`src/rtl/spi_pkg.sv`:
```
// Shared types and constants for the SPI request arbiter.
//   arb_state_t : arbiter FSM state encoding
//   SPI_BYTE_W  : width of one SPI transfer byte
package spi_pkg;

    localparam int SPI_BYTE_W = 8;

    typedef enum logic [1:0] {
        IDLE,
        ISSUE,
        WAIT_DONE,
        GAP
    } arb_state_t;

endpackage

```
`src/rtl/spi_rr_pick.sv`:
```
// Combinational round-robin picker.
//   req    : request vector, one bit per requester
//   rr_ptr : index with highest priority this round
//   valid  : at least one request is set
//   winner : first set request at or above rr_ptr, wrapping modulo NUM_REQ
module spi_rr_pick #(
    parameter int  NUM_REQ = 4,
    localparam int IDX_W   = $clog2(NUM_REQ)
) (
    input  logic [NUM_REQ-1:0] req,
    input  logic [IDX_W-1:0]   rr_ptr,
    output logic               valid,
    output logic [IDX_W-1:0]   winner
);

    // Scan from the lowest priority offset down, so the last hit
    // (smallest offset from rr_ptr) is the one that sticks.
    always_comb begin
        int j;
        valid  = 1'b0;
        winner = '0;
        j      = 0;
        for (int i = NUM_REQ - 1; i >= 0; i--) begin
            j = int'(rr_ptr) + i;
            if (j >= NUM_REQ) j = j - NUM_REQ;
            if (req[j]) begin
                valid  = 1'b1;
                winner = IDX_W'(j);
            end
        end
    end

endmodule

```
`src/rtl/spi_req_arbiter.sv`:
```
// Round-robin arbiter sharing one byte-wide SPI master among NUM_REQ
// requesters. Latches the winner's byte, starts the master, waits for
// completion or timeout, then holds chip select idle for GAP_CYC cycles.
//   clk, rst       : clock, asynchronous active-high reset
//   req_i          : per-requester level request
//   tx_data_i      : per-requester byte, requester k at [8k+7:8k]
//   grant_o        : one-hot grant, held for the whole transaction
//   done_o / err_o : one-hot one-cycle completion / timeout pulses
//   m_tx_en_o      : one-cycle start pulse to the master
//   m_tx_data_o    : byte latched at grant
//   m_abort_o      : one-cycle abort pulse on timeout
//   m_busy_i       : master not idle
//   m_done_i       : master completion pulse
//   slave_sel_o    : one-hot slave select, mirrors grant_o
module spi_req_arbiter
    import spi_pkg::*;
#(
    parameter int NUM_REQ     = 4,
    parameter int GAP_CYC     = 4,
    parameter int TIMEOUT_CYC = 255
) (
    input  logic                          clk,
    input  logic                          rst,
    input  logic [NUM_REQ-1:0]            req_i,
    input  logic [SPI_BYTE_W*NUM_REQ-1:0] tx_data_i,
    output logic [NUM_REQ-1:0]            grant_o,
    output logic [NUM_REQ-1:0]            done_o,
    output logic [NUM_REQ-1:0]            err_o,
    output logic                          m_tx_en_o,
    output logic [SPI_BYTE_W-1:0]         m_tx_data_o,
    output logic                          m_abort_o,
    input  logic                          m_busy_i,
    input  logic                          m_done_i,
    output logic [NUM_REQ-1:0]            slave_sel_o
);

    localparam int IDX_W = $clog2(NUM_REQ);
    localparam int TO_W  = $clog2(TIMEOUT_CYC + 1);
    localparam int GAP_W = $clog2(GAP_CYC + 1);

    localparam logic [TO_W-1:0]  TO_LAST  = TO_W'(TIMEOUT_CYC - 1);
    localparam logic [GAP_W-1:0] GAP_LAST = GAP_W'(GAP_CYC - 1);
    localparam logic [IDX_W-1:0] IDX_LAST = IDX_W'(NUM_REQ - 1);

    arb_state_t             state_q, state_d;
    logic [NUM_REQ-1:0]     grant_q, grant_d;
    logic [NUM_REQ-1:0]     done_q, done_d;
    logic [NUM_REQ-1:0]     err_q, err_d;
    logic                   tx_en_q, tx_en_d;
    logic                   abort_q, abort_d;
    logic [SPI_BYTE_W-1:0]  data_q, data_d;
    logic [IDX_W-1:0]       rr_q, rr_d;
    logic [IDX_W-1:0]       win_q, win_d;
    logic [TO_W-1:0]        to_cnt_q, to_cnt_d;
    logic [GAP_W-1:0]       gap_cnt_q, gap_cnt_d;

    logic                   pick_valid;
    logic [IDX_W-1:0]       pick_idx;
    logic                   finish;

    spi_rr_pick #(.NUM_REQ(NUM_REQ)) u_pick (
        .req    (req_i),
        .rr_ptr (rr_q),
        .valid  (pick_valid),
        .winner (pick_idx)
    );

    function automatic logic [NUM_REQ-1:0] onehot(input logic [IDX_W-1:0] idx);
        onehot      = '0;
        onehot[idx] = 1'b1;
    endfunction

    always_comb begin
        state_d   = state_q;
        grant_d   = grant_q;
        done_d    = '0;
        err_d     = '0;
        tx_en_d   = 1'b0;
        abort_d   = 1'b0;
        data_d    = data_q;
        rr_d      = rr_q;
        win_d     = win_q;
        to_cnt_d  = to_cnt_q;
        gap_cnt_d = gap_cnt_q;
        finish    = 1'b0;

        case (state_q)
            IDLE: begin
                if (pick_valid) begin
                    win_d   = pick_idx;
                    grant_d = onehot(pick_idx);
                    data_d  = tx_data_i[int'(pick_idx)*SPI_BYTE_W +: SPI_BYTE_W];
                    state_d = ISSUE;
                end
            end
            ISSUE: begin
                if (!m_busy_i) begin
                    tx_en_d  = 1'b1;
                    to_cnt_d = '0;
                    state_d  = WAIT_DONE;
                end
            end
            WAIT_DONE: begin
                // A completion on the last timeout cycle takes priority.
                if (m_done_i) begin
                    done_d = grant_q;
                    finish = 1'b1;
                end else if (to_cnt_q == TO_LAST) begin
                    err_d   = grant_q;
                    abort_d = 1'b1;
                    finish  = 1'b1;
                end else begin
                    to_cnt_d = to_cnt_q + 1'b1;
                end
                if (finish) begin
                    grant_d   = '0;
                    rr_d      = (win_q == IDX_LAST) ? '0 : win_q + 1'b1;
                    gap_cnt_d = '0;
                    state_d   = GAP;
                end
            end
            GAP: begin
                // GAP_CYC cycles here; requests are sampled again in IDLE.
                if (gap_cnt_q == GAP_LAST) state_d = IDLE;
                else                       gap_cnt_d = gap_cnt_q + 1'b1;
            end
            default: state_d = IDLE;
        endcase
    end

    always_ff @(posedge clk or posedge rst) begin
        if (rst) begin
            state_q   <= IDLE;
            grant_q   <= '0;
            done_q    <= '0;
            err_q     <= '0;
            tx_en_q   <= 1'b0;
            abort_q   <= 1'b0;
            data_q    <= '0;
            rr_q      <= '0;
            win_q     <= '0;
            to_cnt_q  <= '0;
            gap_cnt_q <= '0;
        end else begin
            state_q   <= state_d;
            grant_q   <= grant_d;
            done_q    <= done_d;
            err_q     <= err_d;
            tx_en_q   <= tx_en_d;
            abort_q   <= abort_d;
            data_q    <= data_d;
            rr_q      <= rr_d;
            win_q     <= win_d;
            to_cnt_q  <= to_cnt_d;
            gap_cnt_q <= gap_cnt_d;
        end
    end

    assign grant_o     = grant_q;
    assign slave_sel_o = grant_q;
    assign done_o      = done_q;
    assign err_o       = err_q;
    assign m_tx_en_o   = tx_en_q;
    assign m_abort_o   = abort_q;
    assign m_tx_data_o = data_q;

endmodule

```
`config.mk`:
```
export PLATFORM = sky130hd
export DESIGN_NAME = spi_req_arbiter
export DESIGN_NICKNAME = d
export VERILOG_FILES = /design/src/rtl/spi_pkg.sv /design/src/rtl/spi_rr_pick.sv /design/src/rtl/spi_req_arbiter.sv
export SDC_FILE = /design/constraint.sdc
export NUM_CORES = 1
export LEC_CHECK = 0
export BUFFER_PORTS_ARGS = -buffer_cell sky130_fd_sc_hd__buf_2
export CAP_MARGIN = 15
export CELL_PAD_IN_SITES_DETAIL_PLACEMENT = 1
export CELL_PAD_IN_SITES_GLOBAL_PLACEMENT = 2
export CORE_MARGIN = 2
export CORE_UTILIZATION = 32
export CTS_CLUSTER_SIZE = 24
export DETAILED_ROUTE_END_ITERATION = 12
export PLACE_DENSITY_LB_ADDON = 0.1
export SLEW_MARGIN = 20
export SYNTH_ARGS = -nofsm -noshare
export SYNTH_HDL_FRONTEND = slang
export SYNTH_HIERARCHICAL = 1
export SYNTH_SLANG_ARGS = --single-unit
```
`constraint.sdc`:
```
create_clock -name clk -period 2.5 [get_ports clk]
set_input_delay 0.25 -clock clk [delete_from_list [all_inputs] [get_ports clk]]
set_output_delay 0.25 -clock clk [all_outputs]
set_load 0.01 [all_outputs]
```
==> summary.md, run 1 <==
| Metric | Value |
|---|---|
| Sequential fraction of the synthesis area | `45.9%` |
| Final cell count without fillers | `331` |
| Setup TNS | `0 ps` |
| WL final | `5150 um` |
| Critical-path cell list | `inv_1 -> ha_1 -> or2b_1 -> a21oi_4 -> nand2_1 -> o311ai_1` |
| Fmax | `474 MHz` |
| Worst slack, placed | `405 ps` |
| Final hold violation count | `0` |
| Root Driver | `clkbuf_8` |
| Setup ws final | `391 ps` |
| Die Wd | `85.5 um` |
| Mean post-synth cell area | `11.5 sq um` |
| Skew-Pair Late Insertion Delay | `290 ps` |
| Dpl cells | `324` |
| Nets | `304` |
| Power, Total | `2.68 mW` |
| Pleak | `1.29 nW` |
| Post-synth EDFFs | `0` |
| Num CTS Buffers | `5` |
| GP Congestion | `0.758` |
| CP Class | `flop to flop` |
| CTS tree | `built` |
| Final Critical Period | `2110 ps` |
| Total I/O pin count | `66` |
| Arrival time worst endpoint | `2310 ps` |
| Critical Path Max Stage Delay | `470 ps` |
| Slowest CP cell | `ha_1` |
| Initial Util | `33.3%` |
| Worst VDD drop | `0.419 mV` |
| Ys Warns | `6` |
| Worst-path clk slew | `80 ps` |
| Initial DRT Pass Iterations | `4` |
| Resize count post-CTS | `0` |
| DRC errors left | `0` |
| Min-Delay Path Class | `primary input to asynchronous set/reset pin` |
| Floorplan core area | `6390 sq um` |
| Vias in the first global route | `1815` |
| Max Slew Vio Count | `0` |
| CP top delay family | `compound AO/OA/AOI/OAI gates` |
| N_diodes | `0` |
| Clk buf depth | `2` |
| Worst Path Max Fanout | `13` |
| Layout area overhead | `24.2%` |
| Die area | `7320 sq um` |
| Clock Sinks | `39` |
| Syn nets | `235` |
| First-pass GRT wire length | `8700 um` |
| Hpwl dp | `3940 um` |
| Max Clock Skew | `2.68 ps` |
| Setup violators final | `0` |
| Total congestion overflow | `0` |
| Post-synthesis cell type count | `44` |
| Vias | `1711` |
| Final period util | `84.4%` |
| Initial antenna violation count | `0` |
| RSZ-0062 raised after global routing | `no` |
| Count of buffer and inverter cells on the critical path | `1` |
| DR WL/cell | `15.6 um` |
| Die Y | `85.5 um` |
| Synth Register Bits | `39` |
| Routed Antenna Nets | `0` |
| Port bufs | `65` |
| Worst setup SP type | `flop` |
| Post-Syn Area | `2130 sq um` |
| Via-per-instance ratio | `5.17` |
| Hold buffers post-CTS | `0` |
| Drt initial violations | `55` |
| Status | `finished, final reports clean` |
| Ys flop type | `dfrtp_1` |
| Cell count after synthesis | `185` |
| CP required | `2700 ps` |
| Worst-Margin Slew | `575 ps` |
| FFs w/ async S/R, synth | `100%` |
| Power per Cell Area | `1010 nW/um^2` |
| Row cnt | `29` |
| GRT Total Usage | `15.2%` |
| Pin count of the biggest net entering global routing | `40` |
| CTS H-tree depth | `2` |
| Setup Buffers After CTS | `0` |
| Max_cap viols | `0` |
| Slew HR | `61.6%` |
| Ratio of cells with drive above 1 in the final layout | `40.9%` |
| CP Capture Type | `flop` |
[through the flow]
| step | utilization, % | hold slack (ps) | instance area (sq um) |
|---|---|---|---|
| 2_1_floorplan | - | 316 | 2130 |
| 3_3_place_gp | 39.7 | 402 | 2540 |
| 3_5_place_dp | 39.7 | 412 | 2540 |
| 4_1_cts | 41.4 | 82.6 | 2640 |
| 5_1_grt | 41.4 | 112 | 2640 |
| 6_report | 41.4 | 63.8 | 2640 |
[kinds of logic after synthesis]
kind of cell | synth area share, %
and+or+nand+nor | 17.2
DFF | 45.9
AOI/OAI and AO/OA | 10.9
muxes | 16.3
buffers and inverters | 3.76
adders and majority gates | 5.88
[power by group]
group / leakage, nW / total (mW) / switching (mW) / internal (mW)
clock network: 0.0502 / 0.519 / 0.227 / 0.292
registers: 0.507 / 0.969 / 0.154 / 0.815
logic: 0.732 / 1.19 / 0.606 / 0.584
[metal layers]
metal	up-vias	GRT usage [%]	part of all wire, %
met5	-	0	0
met4	0	5.34	1.5
met1	840	18.3	44
met3	7	3.56	5.0
met2	46	26.7	50
li1	818	-	-
[cells in the mapped netlist, types with 2 or more instances]
cell type | n | share of area [%]
nand2_1 | 10 | 1.8
o311ai_0 | 2 | 0.82
o2bb2ai_1 | 3 | 1.2
and2_1 | 5 | 1.5
o31ai_1 | 2 | 0.71
and3_1 | 6 | 1.8
mux2i_1 | 2 | 0.94
mux2_2 | 13 | 6.9
nand3_1 | 13 | 3.1
o21ai_0 | 8 | 1.9
mux4_2 | 8 | 8.5
dfrtp_1 | 39 | 46
nor4_1 | 3 | 0.88
nor2_1 | 11 | 1.9
nor3b_1 | 2 | 0.71
a22o_1 | 2 | 0.82
a21oi_1 | 3 | 0.71
nor3_1 | 2 | 0.47
ha_1 | 10 | 5.9
buf_4 | 4 | 1.4
inv_1 | 6 | 1.1
nand2b_1 | 5 | 1.5
nand4_1 | 2 | 0.59
nor2b_1 | 3 | 0.88
clkbuf_1 | 2 | 0.35
[layout by cell type (no fill, tap or decap), drive strengths merged, types with 2 or more instances in the layout]
master,count
a211oi,2
a21oi,4
a22o,2
and2,5
and3,6
buf,71
clkbuf,5
dfrtp,39
ha,10
inv,6
mux2,13
mux2i,2
mux4,8
nand2,11
nand2b,5
nand3,13
nand4,2
nor2,11
nor2b,3
nor3,2
nor3b,2
nor4,3
o211ai,2
o21ai,8
o2bb2ai,3
o311ai,3
o31ai,2
[cell type report]
cell class	instances	area, sq um
Tap cell	77	96.3
Clock inverter	2	37.5
Inverter	6	22.5
Fill cell	730	3740
Timing Repair Buffer	71	370
Sequential cell	39	976
Clock buffer	5	68.8
Multi-Input combinational cell	131	1070
[state kept, by name, indices dropped and copies added (netlist names)]
signal and count:
gap_cnt_q 3, grant_o 4, state_q 2, m_tx_en_o 1
done_o 4, to_cnt_q 8, m_tx_data_o 8, win_q 2
rr_q 2, err_o 4, m_abort_o 1
[worst paths after layout]
| path | endpoint | cells past startpoint | slack, ps | start |
|---|---|---|---|---|
| setup / recovery | to_cnt_q[4] | 6 | 390 | state_q[0] |
| hold / removal | err_o[3] | 3 | 60 | rst |
| setup reg to reg | to_cnt_q[4] | 6 | 390 | state_q[0] |
| hold reg to reg | win_q[1] | 2 | 510 | win_q[1] |
| max in group asynchronous | to_cnt_q[1] | 3 | 2090 | rst |
| min in group clk | m_tx_en_o | 2 | 130 | m_busy_i |
[worst reg2reg max path, delay by kind of cell, from the launching register on]
kind	cells	cell delay, ps
and+or+nand+nor	2	480
AOI/OAI and AO/OA	2	520
DFF	1	420
adders and majority gates	1	470
buffers and inverters	1	120
Note: power is estimated with default switching activity, not from simulation.
==> inputs of run 2 (changes only) <==
Clock period 2.5 ns to 2.1 ns, I/O delays scaled along.
==> run 2 against run 1 <==
Effect of this change: critical path depth fell by 1; sequential share of layout area shrank 1.5 points; combinational power increased by 31%; register-to-register slack lost 280 ps; first-iteration DRC count is 64% lower; global-route usage is 0.72 points higher; utilization rose by 1.7 points; clock-buffer cell count stayed put; fmax grew 6.1%.
==> summary.md, run 2 (synthesized netlist as in run 1, its figures left out) <==
| Metric | Value |
|---|---|
| Status | `finished, final reports clean (unchanged)` |
| Die area | `7320 sq um (unchanged)` |
| Vias in the first global route | `1953 (was 1815)` |
| DR WL/cell | `15.7 um (was 15.6 um)` |
| Most frequent cells in the layout | `buf_2, dfrtp_1, nand3_1, mux2_2, buf_4 (was buf_2, dfrtp_1, nand3_1, mux2_2, nor2_1)` |
| Count of buffer and inverter cells on the critical path | `1 (unchanged)` |
| Clk buf depth | `2 (unchanged)` |
| GP Congestion | `0.752 (was 0.758)` |
| Min-Delay Path Class | `primary input to asynchronous set/reset pin (unchanged)` |
| Vias | `1742 (was 1711)` |
| CTS tree | `built (unchanged)` |
| Met1 wire length | `2380 um (was 2240 um)` |
| CTS H-tree depth | `2 (unchanged)` |
| Final Critical Period | `1990 ps (was 2110 ps)` |
| Sw power | `1.23 mW (was 0.987 mW)` |
| Power per Cell Area | `1260 nW/um^2 (was 1010 nW/um^2)` |
| Fmax | `503 MHz (was 474 MHz)` |
| Max_cap viols | `0 (unchanged)` |
| Routed Antenna Nets | `0 (unchanged)` |
| Reg2reg setup slack | `110 ps (was 390 ps)` |
| Clock share of power | `22.1% (was 19.4%)` |
| Worst setup SP type | `flop (unchanged)` |
| Setup TNS | `0 ps (unchanged)` |
| DRC errors left | `0 (unchanged)` |
| Pin count of the biggest net entering global routing | `40 (unchanged)` |
| GRT Total Usage | `15.9% (was 15.2%)` |
| Part of the power in registers | `32.9% (was 36.2%)` |
| Setup violators final | `0 (unchanged)` |
| Total I/O pin count | `66 (unchanged)` |
| Slew HR | `66.1% (was 61.6%)` |
| Worst Path Max Fanout | `11 (was 13)` |
| Final hold violation count | `0 (unchanged)` |
| Ratio of cells with drive above 1 in the final layout | `43.3% (was 40.9%)` |
| Max Slew Vio Count | `0 (unchanged)` |
| Critical Path Max Stage Delay | `500 ps (was 470 ps)` |
| Internal | `2.24 mW (was 1.69 mW)` |
| Final period util | `94.7% (was 84.4%)` |
| Initial DRT Pass Iterations | `4 (unchanged)` |
| Net Sw Frac | `35.5% (was 36.9%)` |
| Worst-path clk slew | `80 ps (about the same)` |
| Critical-path cell list | `mux2i_1 -> a211oi_2 -> buf_12 -> mux4_2 -> mux2_2 (was inv_1 -> ha_1 -> or2b_1 -> a21oi_4 -> nand2_1 -> o311ai_1)` |
| RR Startpoint | `rr_q[1] (was state_q[0])` |
| Nets | `312 (was 304)` |
| CP top delay family | `multiplexers (was compound AO/OA/AOI/OAI gates)` |
| Clock Sinks | `39 (unchanged)` |
| First-pass GRT wire length | `9220 um (was 8700 um)` |
| Top sig layer | `met4 (unchanged)` |
| N_diodes | `0 (unchanged)` |
| Layout area overhead | `29.4% (was 24.2%)` |
| Drt initial violations | `20 (was 55)` |
| CP Class | `flop to flop (unchanged)` |
| Skew-Pair Late Insertion Delay | `300 ps (was 290 ps)` |
| Max Clock Skew | `4.99 ps (was 2.68 ps)` |
| RR Endpoint | `m_tx_data_o[2] (was to_cnt_q[4])` |
| Comb pwr share | `45.0% (was 44.4%)` |
| Num CTS Buffers | `5 (unchanged)` |
| Power, Total | `3.47 mW (was 2.68 mW)` |
| CP Capture Type | `flop (unchanged)` |
| Initial antenna violation count | `0 (unchanged)` |
| Arrival time worst endpoint | `2170 ps (was 2310 ps)` |
| Setup Buffers After CTS | `0 (unchanged)` |
| FF-to-FF path depth | `5 (was 6)` |
| WL final | `5320 um (was 5150 um)` |
| Row cnt | `29 (unchanged)` |
| Slowest CP cell | `mux4_2 (was ha_1)` |
| Root Driver | `clkbuf_8 (unchanged)` |
| Via-per-instance ratio | `5.12 (was 5.17)` |
| Die Y | `85.5 um (unchanged)` |
| Hpwl dp | `4000 um (was 3940 um)` |
| Critical Path Source | `rr_q[1] (was state_q[0])` |
| Routed met2 length | `2600 um (was 2570 um)` |
| Worst-Margin Slew | `508 ps (was 575 ps)` |
| DP Area | `2610 sq um (was 2540 sq um)` |
| Worst VDD drop | `0.467 mV (was 0.419 mV)` |
| DR WL met3 | `270 um (was 256 um)` |
| Floorplan core area | `6390 sq um (unchanged)` |
| RSZ-0062 raised after global routing | `no (unchanged)` |
| Initial Util | `33.3% (unchanged)` |
| Final instance area | `2750 sq um (was 2640 sq um)` |
| Commonest non-fill, non-tap cell in the layout | `buf_2 (unchanged)` |
| Die Wd | `85.5 um (unchanged)` |
| CP required | `2290 ps (was 2700 ps)` |
| Total congestion overflow | `0 (unchanged)` |
| Pleak | `1.35 nW (was 1.29 nW)` |
| Port bufs | `65 (unchanged)` |
run 2: cell types whose count changed in the layout (fill, tap and decap cells not counted):
| cell | change |
|---|---|
| nor4_2 | +1 |
| nor4_1 | -1 |
| buf_4 | +7 |
| buf_12 | +1 |
| bufinv_16 | +1 |
run 2: worst max-delay path by stage:
stage	end	slack, ps	depth (start not counted)
floorplan	m_tx_data_o[0]	110	5
global placement	m_tx_data_o[3]	180	5
detailed placement	m_tx_data_o[2]	100	5
CTS	m_tx_data_o[2]	80	5
global route	m_tx_data_o[2]	4	5
finish	m_tx_data_o[2]	110	5
run 2: metal layers:
layer / vias up / GRT usage, %
li1: 830 / -
met3: 5 / 3.85
met2: 46 / 27.6
met4: 0 / 4.76
met5: - / 0
met1: 861 / 19.8
run 2: metrics by stage:
step,worst slack [ps],util (%),cells,hold WS [ps]
final,111,43.1,340,21.7
after global routing,4.21,43.1,340,96.2
after global placement,180,40.9,332,368
after detailed placement,95.3,40.9,332,371
after floorplan,107,-,185,276
after CTS,77.9,43.0,340,42.8
run 2: power groups by stage:
stage / Sequential (mW) / Clock, mW / Combinational [mW]
floorplan: 1.18 / 0 / 1.02
global placement: 1.16 / 0 / 1.57
detailed placement: 1.16 / 0 / 1.60
CTS: 1.15 / 0.788 / 1.60
global route: 1.18 / 0.811 / 1.76
finish: 1.14 / 0.769 / 1.56
run 2: area by class of cell:
class / count / area, sq um
tap: 77 / 96.3
fill: 741 / 3630
clock buffer: 5 / 68.8
timing repair buffer: 79 / 443
multi-input combinational: 131 / 1080
clock inverter: 3 / 67.6
inverter: 6 / 22.5
sequential: 39 / 976
run 2: worst min-delay path, delay by kind of cell:
family	cells	cell delay [ps]
buffers and inverters	3	560
run 2: repair_timing:
| item | CTS | global route |
|---|---|---|
| resized for setup | 0 | 1 |
| hold buffers | 0 | 0 |
| endpoints found under the hold margin | 0 | 0 |
| endpoints found under the setup margin | 0 | 1 |
==> inputs of run 3 (changes only) <==
Settings changed: CTS_BUF_LIST set to sky130_fd_sc_hd__clkbuf_16.
==> run 3 against run 2 <==
Effect of this change: sequential share of layout area fell by 0.63 points; highest routed layer unchanged; critical endpoint unchanged; clock skew fell by 3.1 ps; largest power group unchanged; wire length barely moved.
==> summary.md, run 3 (synthesized netlist as in run 1, its figures left out) <==
| Metric | Value |
|---|---|
| CP Capture Type | `flop (unchanged)` |
| RSZ-0062 raised after global routing | `no (unchanged)` |
| Grt met1 use | `19.8% (about the same)` |
| Power per Cell Area | `1320 nW/um^2 (was 1260 nW/um^2)` |
| DRC errors left | `0 (unchanged)` |
| Row cnt | `29 (unchanged)` |
| Min-Delay Path Class | `primary input to asynchronous set/reset pin (unchanged)` |
| Vias in the first global route | `1966 (was 1953)` |
| Initial Util | `33.3% (unchanged)` |
| Final period util | `95.4% (was 94.7%)` |
| CP Capture Point | `m_tx_data_o[2] (unchanged)` |
| N_diodes | `0 (unchanged)` |
| Final Critical Period | `2000 ps (was 1990 ps)` |
| CTS tree | `built (unchanged)` |
| Nets | `312 (unchanged)` |
| WL final | `5320 um (about the same)` |
| Arrival time worst endpoint | `2170 ps (about the same)` |
| Clock share of power | `26.9% (was 22.1%)` |
| Status | `finished, final reports clean (unchanged)` |
| Via-per-instance ratio | `5.14 (was 5.12)` |
| Sw power | `1.25 mW (was 1.23 mW)` |
| Net Sw Frac | `33.7% (was 35.5%)` |
| GRT Total Usage | `16.2% (was 15.9%)` |
| Resize count post-CTS | `0 (unchanged)` |
| Die area | `7320 sq um (unchanged)` |
| GR Layer Usage met2 | `28.1% (was 27.6%)` |
| RR Endpoint | `m_tx_data_o[2] (unchanged)` |
| Internal | `2.45 mW (was 2.24 mW)` |
| Clk buf depth | `2 (unchanged)` |
| First-pass GRT wire length | `9280 um (was 9220 um)` |
| GP Congestion | `0.752 (unchanged)` |
| CP Class | `flop to flop (unchanged)` |
| Worst VDD drop | `0.468 mV (was 0.467 mV)` |
| Skew-Pair Late Insertion Delay | `280 ps (was 300 ps)` |
| Comb pwr share | `42.1% (was 45.0%)` |
| Root Driver | `clkbuf_16 (was clkbuf_8)` |
| Initial DRT Pass Iterations | `4 (unchanged)` |
| Critical Path Source | `rr_q[1] (unchanged)` |
| Worst-path clk slew | `60 ps (was 80 ps)` |
| Busiest layer in global routing | `met2 (unchanged)` |
| Worst Path Max Fanout | `11 (unchanged)` |
| Commonest non-fill, non-tap cell in the layout | `buf_2 (unchanged)` |
| Max Slew Vio Count | `0 (unchanged)` |
| Max_cap viols | `0 (unchanged)` |
| Met3 GRT Util | `5.00% (was 3.85%)` |
| Ratio of cells with drive above 1 in the final layout | `43.0% (was 43.3%)` |
| Total I/O pin count | `66 (unchanged)` |
| Port bufs | `65 (unchanged)` |
| Num CTS Buffers | `5 (unchanged)` |
| Floorplan core area | `6390 sq um (unchanged)` |
| Layout area overhead | `31.7% (was 29.4%)` |
| Pleak | `1.37 nW (was 1.35 nW)` |
| CTS H-tree depth | `2 (unchanged)` |
| Setup TNS | `0 ps (unchanged)` |
| Die Wd | `85.5 um (unchanged)` |
| Pin count of the biggest net entering global routing | `40 (unchanged)` |
| Hold buffers post-CTS | `0 (unchanged)` |
| Drt initial violations | `28 (was 20)` |
| Worst setup SP type | `flop (unchanged)` |
| Clock Sinks | `39 (unchanged)` |
| Setup violators final | `0 (unchanged)` |
| RR Startpoint | `rr_q[1] (unchanged)` |
| Part of the power in registers | `31.0% (was 32.9%)` |
| Fmax | `499 MHz (was 503 MHz)` |
| Slew HR | `66.8% (was 66.1%)` |
| Max Clock Skew | `1.94 ps (was 4.99 ps)` |
| Most frequent cells in the layout | `buf_2, dfrtp_1, nand3_1, mux2_2, buf_4 (unchanged)` |
| Worst-Margin Slew | `498 ps (was 508 ps)` |
| CP required | `2270 ps (was 2290 ps)` |
| Total congestion overflow | `0 (unchanged)` |
| Setup Buffers After CTS | `0 (unchanged)` |
| Initial antenna violation count | `0 (unchanged)` |
| Die Y | `85.5 um (unchanged)` |
| Final hold violation count | `0 (unchanged)` |
| Hpwl dp | `4000 um (unchanged)` |
| Routed Antenna Nets | `0 (unchanged)` |
| FF-to-FF path depth | `5 (unchanged)` |
| Reg2reg setup slack | `100 ps (was 110 ps)` |
| Power, Total | `3.70 mW (was 3.47 mW)` |
| DR WL/cell | `15.6 um (was 15.7 um)` |
| Vias | `1746 (was 1742)` |
run 3: area by class of cell:
class                      instances  area, sq um
clock buffer                       5          125
tap                               77         96.3
inverter                           6         22.5
fill                             730         3580
clock inverter                     3         67.6
timing repair buffer              79          443
multi-input combinational        131         1070
sequential                        39          976
run 3: worst min-delay path by stage:
stage | endpoint | cells after the start | slack (ps)
after global routing | err_o[3] | 3 | 120
after detailed placement | err_o[2] | 3 | 370
after global placement | err_o[3] | 3 | 370
after floorplan | m_tx_en_o | 1 | 280
final | err_o[2] | 3 | 40
after CTS | err_o[2] | 3 | 60
run 3: metrics by stage:
step	utilization, %	std cells	instance area, sq um	hold slack, ps	setup WS (ps)
after CTS	43.9	340	2800	64.5	68.7
after floorplan	-	185	2130	276	107
final	43.9	340	2800	40.6	96.6
after global placement	40.9	332	2610	368	180
after detailed placement	40.9	332	2610	371	95.3
after global routing	43.9	340	2800	117	2.39
run 3: worst max-delay path, cell delays in order, from the launching register on:
cell	delay (ps)
dfrtp_1	440
mux2i_1	150
a211oi_2	330
buf_12	190
mux4_2	500
mux2_2	270
run 3: power groups by stage:
| stage | logic, mW | clock network, mW | registers, mW |
|---|---|---|---|
| finish | 1.56 | 0.995 | 1.14 |
| global route | 1.76 | 1.05 | 1.19 |
| CTS | 1.60 | 1.02 | 1.15 |
| detailed placement | 1.60 | 0 | 1.16 |
| global placement | 1.57 | 0 | 1.16 |
| floorplan | 1.02 | 0 | 1.18 |
run 3: per-layer routing:
| metal | wire length (um) | part of all wire (%) | vias up |
|---|---|---|---|
| met5 | 0 | 0 | - |
| met4 | 36 | 0.68 | 0 |
| met3 | 286 | 5.4 | 4 |
| met2 | 2630 | 49 | 48 |
| met1 | 2370 | 45 | 859 |
| li1 | - | - | 835 |
